`src/rtl/rle_pkg.sv`:
```
// Shared RLE word format and decoder state encoding.
// Imported by both the capture-side encoder and the readback decoder.
package rle_pkg;

    localparam int RLE_SW       = 15;
    localparam int RLE_CW       = 15;
    localparam int RLE_FLAG_BIT = RLE_SW;

    typedef enum logic [1:0] {
        S_IDLE = 2'd0,
        S_HOLD = 2'd1,
        S_RUN  = 2'd2
    } rle_state_e;

endpackage

```
`src/rtl/rle_decoder.sv`:
```
// Expands the RLE word stream back into raw samples.
// A registered output stage sits behind a valid/ready handshake on both sides.
module rle_decoder
    import rle_pkg::*;
#(
    parameter int SW     = RLE_SW,
    parameter int CW     = RLE_CW,
    parameter int SCNT_W = 32
) (
    input  logic              core_clk,
    input  logic              core_rst,
    input  logic              clr,
    input  logic [SW:0]       in_data,
    input  logic              in_valid,
    output logic              in_ready,
    output logic [SW-1:0]     out_data,
    output logic              out_valid,
    input  logic              out_ready,
    output logic              err_orphan,
    output logic [SCNT_W-1:0] sample_cnt
);

    rle_state_e        state_q, state_d;
    logic [SW-1:0]     last_q, last_d;
    logic [CW-1:0]     remain_q, remain_d;
    logic [SW-1:0]     out_data_q, out_data_d;
    logic              out_valid_q, out_valid_d;
    logic              err_q, err_d;
    logic [SCNT_W-1:0] cnt_q;

    logic              slot_free;
    logic              accept;
    logic              is_count;
    logic [CW-1:0]     run_len;

    assign slot_free = !out_valid_q || out_ready;
    // Held low while reset or clear is active so no word is swallowed by the clear.
    assign in_ready  = slot_free && (state_q != S_RUN) && !core_rst && !clr;
    assign accept    = in_valid && in_ready;
    assign is_count  = in_data[SW];
    assign run_len   = in_data[CW-1:0];

    always_ff @(posedge core_clk or posedge core_rst) begin
        if (core_rst) begin
            state_q     <= S_IDLE;
            last_q      <= '0;
            remain_q    <= '0;
            out_data_q  <= '0;
            out_valid_q <= 1'b0;
            err_q       <= 1'b0;
        end else if (clr) begin
            state_q     <= S_IDLE;
            last_q      <= '0;
            remain_q    <= '0;
            out_data_q  <= '0;
            out_valid_q <= 1'b0;
            err_q       <= 1'b0;
        end else begin
            state_q     <= state_d;
            last_q      <= last_d;
            remain_q    <= remain_d;
            out_data_q  <= out_data_d;
            out_valid_q <= out_valid_d;
            err_q       <= err_d;
        end
    end

    always_comb begin
        state_d     = state_q;
        last_d      = last_q;
        remain_d    = remain_q;
        out_data_d  = out_data_q;
        out_valid_d = out_valid_q;
        err_d       = err_q;

        // A consumed output slot empties unless something below refills it.
        if (slot_free) begin
            out_valid_d = 1'b0;
        end

        case (state_q)
            S_IDLE: begin
                if (accept) begin
                    if (!is_count) begin
                        out_data_d  = in_data[SW-1:0];
                        out_valid_d = 1'b1;
                        last_d      = in_data[SW-1:0];
                        state_d     = S_HOLD;
                    end else begin
                        err_d = 1'b1;
                    end
                end
            end
            S_HOLD: begin
                if (accept) begin
                    if (!is_count) begin
                        out_data_d  = in_data[SW-1:0];
                        out_valid_d = 1'b1;
                        last_d      = in_data[SW-1:0];
                    end else if (run_len != '0) begin
                        remain_d = run_len;
                        state_d  = S_RUN;
                    end
                end
            end
            S_RUN: begin
                if (slot_free) begin
                    out_data_d  = last_q;
                    out_valid_d = 1'b1;
                    remain_d    = remain_q - 1'b1;
                    if (remain_q == CW'(1)) begin
                        state_d = S_HOLD;
                    end
                end
            end
            default: begin
                state_d = S_IDLE;
            end
        endcase
    end

    always_ff @(posedge core_clk or posedge core_rst) begin
        if (core_rst) begin
            cnt_q <= '0;
        end else if (clr) begin
            cnt_q <= '0;
        end else if (out_valid_q && out_ready) begin
            cnt_q <= cnt_q + 1'b1;
        end
    end

    assign out_data   = out_data_q;
    assign out_valid  = out_valid_q;
    assign err_orphan = err_q;
    assign sample_cnt = cnt_q;

endmodule

```
`config.mk`:
```
export PLATFORM = sky130hd
export DESIGN_NAME = rle_decoder
export DESIGN_NICKNAME = d
export VERILOG_FILES = /design/src/rtl/rle_pkg.sv /design/src/rtl/rle_decoder.sv
export SDC_FILE = /design/constraint.sdc
export NUM_CORES = 1
export LEC_CHECK = 0
export ABC_AREA = 0
export CAP_MARGIN = 40
export CORE_ASPECT_RATIO = 1.5
export CORE_MARGIN = 3
export CORE_UTILIZATION = 55
export DETAILED_ROUTE_END_ITERATION = 12
export DONT_BUFFER_PORTS = 1
export MAX_ROUTING_LAYER = met4
export PLACE_DENSITY = 0.7
export SLEW_MARGIN = 40
export SYNTH_ARGS = -nofsm -noshare
export SYNTH_HDL_FRONTEND = slang
export SYNTH_SLANG_ARGS = --single-unit
```
`constraint.sdc`:
```
create_clock -name core_clk -period 9 [get_ports core_clk]
set_input_delay 2.7 -clock core_clk [delete_from_list [all_inputs] [get_ports core_clk]]
set_output_delay 2.7 -clock core_clk [all_outputs]
set_load 0.01 [all_outputs]
```
# Word-level counts from Yosys, hierarchy flattened
# Index checks and enable logic that the tools add are counted.
dict set report totals {
  register_bits 81
  latchBits 0
  ram_bits 0
  rom_bits 0
  inputBits 21
  output_inout_bits 50
  elab_cells 81
  memories 0
}
dict set report op_classes {
  addsub 2
  mul 0
  div 0
  order_cmp 0
  eq_ne 14
  n_shift 0
  muxes 34
  bitwise 0
  n_reduce_logical 24
}
# operator n
set op_table {}
lappend op_table {{15-bit 2-to-1 mux} 11}
lappend op_table {{32-bit 2-to-1 mux} 2}
lappend op_table {{15-bit one-hot mux with 2 select lines} 2}
lappend op_table {{32-bit by 1-bit adder with 32-bit output, second input constant} 1}
lappend op_table {{3-bit != test, second input constant} 8}
lappend op_table {{2-bit 2-to-1 mux} 8}
lappend op_table {{15-bit by 1-bit == test with 1-bit output, second input constant} 1}
lappend op_table {{15-bit nonzero test} 1}
lappend op_table {{15-bit by 1-bit subtractor with 15-bit output, second input constant} 1}
lappend op_table {{2-bit nonzero test} 5}
lappend op_table {{1-bit 2-to-1 mux} 9}
lappend op_table {{7-bit AND reduction} 1}
lappend op_table {{2-bit one-hot mux with 3 select lines} 1}
lappend op_table {{3-bit AND reduction} 2}
lappend op_table {{3-bit nonzero test} 2}
lappend op_table {{1-bit logical AND} 5}
lappend op_table {{5-bit AND reduction} 1}
lappend op_table {{2-bit != test, second input constant} 2}
lappend op_table {{4-bit AND reduction} 1}
lappend op_table {{1-bit logical NOT} 3}
lappend op_table {{3-bit by 1-bit != test with 1-bit output, second input constant} 1}
lappend op_table {{2-bit by 1-bit == test with 1-bit output, second input constant} 1}
lappend op_table {{2-bit == test, second input constant} 1}
lappend op_table {{2-bit logical NOT} 1}
lappend op_table {{other kinds (3)} 3}

# Logic depth before layout (Yosys ltp)
dict set report depth {
  depth_word 9
  depth_mapped 8
}

# Worst setup path after synthesis
# Ideal clock, no wire load.
dict set report synth_timing {
  path_kind {in2out}
  startpoint {in clr}
  endpoint {out in_ready}
  arrival_time_ns 3.540
  path_slack_ns 2.760
  path_stages 3
  path_buffers 2
  path_cell_list {clkbuf_1 > buf_1 > nor4_1}
}
dict set report synth_via {
  elab_chain_len 2
}
# element line_no
set synth_rtl {}
lappend synth_rtl {{start, declared} rle_decoder.sv:12} ;# input logic clr,
lappend synth_rtl {{1-bit logical NOT} rle_decoder.sv:38} ;# assign in_ready = slot_free && (state_q != S_RUN) && !core_rst && !clr;
lappend synth_rtl {{1-bit logical AND} rle_decoder.sv:38}
lappend synth_rtl {{end, declared} rle_decoder.sv:15} ;# output logic in_ready,
# No other way between the ends.

# Worst setup path after layout
dict set report layout_timing {
  startpoint {in out_ready}
  endpoint {out in_ready}
}
dict set report layout_via {
  elab_chain_len 4
}
# element line_no
set layout_rtl {}
lappend layout_rtl {{start, declared} rle_decoder.sv:18} ;# input logic out_ready,
lappend layout_rtl {{1-bit logical OR} rle_decoder.sv:36} ;# assign slot_free = !out_valid_q || out_ready;
lappend layout_rtl {{1-bit logical AND (3 in a row)} rle_decoder.sv:38}
# No other way between the ends.

==> results.py <==
metrics = {
    "routing": {
        "first_pass_iters": 5,
        "viasPerCell": 5.945,
        "via_count": 3371,
        "drc": 0,
        "ant_nets": 0,
        "drtIter0Drc": 158,
        "wl_per_cell_um": 16.60,
        "drt-total-wl_um": 9413,
    },
    "floorplanning": {
        "rows": 38,
        "io_pins": 71,
        "die_height_um": 113.4,
        "dieWidth_um": 77.57,
        "start_util_pct": 57.33,
        "core-area_um2": 7370,
        "dieArea_um2": 8792,
    },
    "power": {
        "power_mw": 0.8753,
        "power_leakage_nw": 1.914,
        "vdd_drop_max_uv": 128.9,
        "p_per_area_nw_per_um2": 195.1,
    },
    "sta": {
        "whs_ns": 0.5334,
        "slew_headroom_pct": 49.59,
        "worst_clock_skew_ns": 0.004674,
        "fin_crit_sh_pct": 67.78,
        "setup_tns_ns": 0,
        "fin_crit_ns": 6.100,
        "tightest_slew_ns": 0.7537,
        "finalHoldViolCount": 0,
        "finalMaxSlewViolations": 0,
        "setup_viol": 0,
        "rsz0062_at_grt": "no",
        "max_freq_mhz": 163.9,
    },
    "global_route": {
        "grt_pass1_vias": 3286,
        "grt_use_total_pct": 23.14,
        "grt_overflow": 0,
        "grt_max_degree": 82,
        "grt_pass1_wl_um": 15700,
        "antenna_found_initial": 0,
    },
    "worst_setup_path": {
        "crit_slowest_cell": "nor4_1",
        "end_kind": "primary output",
        "worst_ep_arrival_time_ns": 3.40,
        "reg2reg_depth": 6,
        "slowest_delay_ns": 0.49,
        "critPathBufInv": 0,
        "criticalPathCategory": "in2out",
        "cp_cell_sequence": "and2b_1 > nor4_1",
        "cp-start-kind": "input pin",
        "path_delay_family": "simple AND/OR/NAND/NOR gates",
        "reg2reg_setup_slack_ns": 6.51,
        "cp_max_fo": 6,
        "required_ns": 6.30,
        "worstReg2RegEnd": "out_data[13]$_DFFE_PP0P_",
        "r2r_start": "state_q[1]$_DFFE_PP0P_",
    },
    "final_layout": {
        "final_cells": 567,
        "fillers": 649,
        "diodes": 0,
        "final_nets": 486,
        "final_layout_size_suffix_gt1_share_pct": 9.636,
        "area.growth.synth_to_final_pct": 6.189,
    },
    "cts": {
        "clk_latency_ns": 0.35,
        "htreeDepth": 3,
        "cts_sinks": 81,
        "clk_root_buffer_cell": "clkbuf_8",
        "cts_resized": 0,
        "clk_pin_slew_ns": 0.08,
        "numCtsBuffers": 9,
        "postCtsHoldBufs": 0,
        "cts.path.max_buffers": 2,
        "cts_tree": "done",
        "cts_setup_buffers": 0,
    },
    "flow_run": {
        "cap_violations": 0,
    },
    "synthesis": {
        "synthTopCellsByArea": "dfrtp_1 (48%), nand2_1 (6.8%), nor2_1 (4.7%)",
        "syn-instance-count": 478,
        "synth-edff-count": 0,
        "syn_avg_cell_area_um2": 8.840,
        "ys_seq_area_share_pct": 47.97,
        "synth_area_um2": 4225,
        "yosys.area.top_type": "dfrtp_1",
        "synthMostInstantiatedCell": "dfrtp_1",
        "ys_warn_count": 0,
        "synth_cell_type_count": 49,
        "synth-seq-cells": 81,
        "syn_nets": 502,
        "yosys-top-cells-count": "dfrtp_1 (81), nand2_1 (77), nor2_1 (53)",
        "async_flop_share_pct": 100.0,
        "synth_top_area_share_pct": 47.97,
        "synth-main-ff-cell": "dfrtp_1",
    },
    "min_path": {
        "hp-class": "reg2reg",
        "hold_path_startpoint": "last_q[1]$_DFFE_PP0P_",
        "worstHoldPathCells": 2,
        "min_to": "last_q[1]$_DFFE_PP0P_",
    },
    "place": {
        "place.gp.congestion": 0.8189,
        "detailed_place_hpwl_um": 6313,
        "dpl.cell_count": 551,
        "port_buffers": 0,
    },
    "run_status": {
        "outcome": "completed",
    },
}
==> cell type report <==
class                   instances  area, µm²  share of cell area, %
clock inverters                 5      55.05                  1.227
well taps                     100      125.1                  2.789
flip-flops and latches         81       2027                  45.18
clock buffers                  11      141.4                  3.151
repair buffers                  3      26.28                 0.5856
multi-input cells             357       2073                  46.21
inverters                      10      38.79                 0.8645
==> sequential cells by signal (all words and copies together) (netlist names) <==
name        flops
err_orphan      1
last_q         15
out_data       15
out_valid       1
remain_q       15
sample_cnt     32
state_q         2
==> metrics by stage <==
step / util [%] / worst slack [ns] / cell area (µm²)
detailed placement: 58.15 / 2.909 / 4285
floorplan: - / 2.760 / 4225
global placement: 57.83 / 2.918 / 4262
finish: 60.88 / 2.900 / 4487
CTS: 60.81 / 2.907 / 4482
global route: 60.88 / 2.861 / 4487
==> per-layer routing <==
metal | wire length [µm] | vias to the layer above | global-route usage (%)
met4 | 181 | 0 | 11.16
met5 | 0 | - | -
met3 | 508 | 15 | 4.697
met2 | 4889 | 95 | 38.43
met1 | 3833 | 1638 | 26.68
li1 | - | 1623 | -
==> logic make-up (layout without fill, tap and decap cells) <==
logic type	after synthesis	after routing	share of synthesized area, %
simple gates	213	213	24.10
compound gates	99	99	13.68
flops	81	81	47.97
buf+inv	40	29	3.731
xor+xnor	26	26	5.389
mux	16	16	4.234
fa+ha+maj	3	3	0.8885
==> worst max path at each step <==
stage,startpoint,end,depth (start not counted)
2_1_floorplan,clr,in_ready,3
3_3_place_gp,out_ready,in_ready,2
3_5_place_dp,out_ready,in_ready,2
4_1_cts,out_ready,in_ready,2
5_1_grt,out_ready,in_ready,2
6_report,out_ready,in_ready,2
==> power by group <==
group,internal [mW],leakage (nW),switching [mW]
combinational,0.0658,0.709,0.116
sequential,0.394,1.11,0.0357
clock,0.135,0.0953,0.129
==> layout by cell type (no fill, tap or decap), types with 3 or more instances in the layout <==
master    Yosys  routed
clkinv_2      0       3
a21o_1        9       9
and3_1        7       7
a21oi_1      37      37
mux2_2       15      15
o21ai_0      32      32
nand4_1      15      15
xor2_1       22      22
nor3_1        7       7
clkbuf_8      0      10
nor4_1        6       5
o21a_1        3       3
or4_1         3       3
or3_1         3       3
and2_1        3       3
nand2b_1      4       3
nand3_1      21      21
a31oi_1       4       4
nand2_1      77      77
xnor2_1       4       4
inv_1        10       9
nor2_1       53      51
dfrtp_1      81      81
ha_1          3       3
No activity file was read; power rests on OpenSTA's default activity.
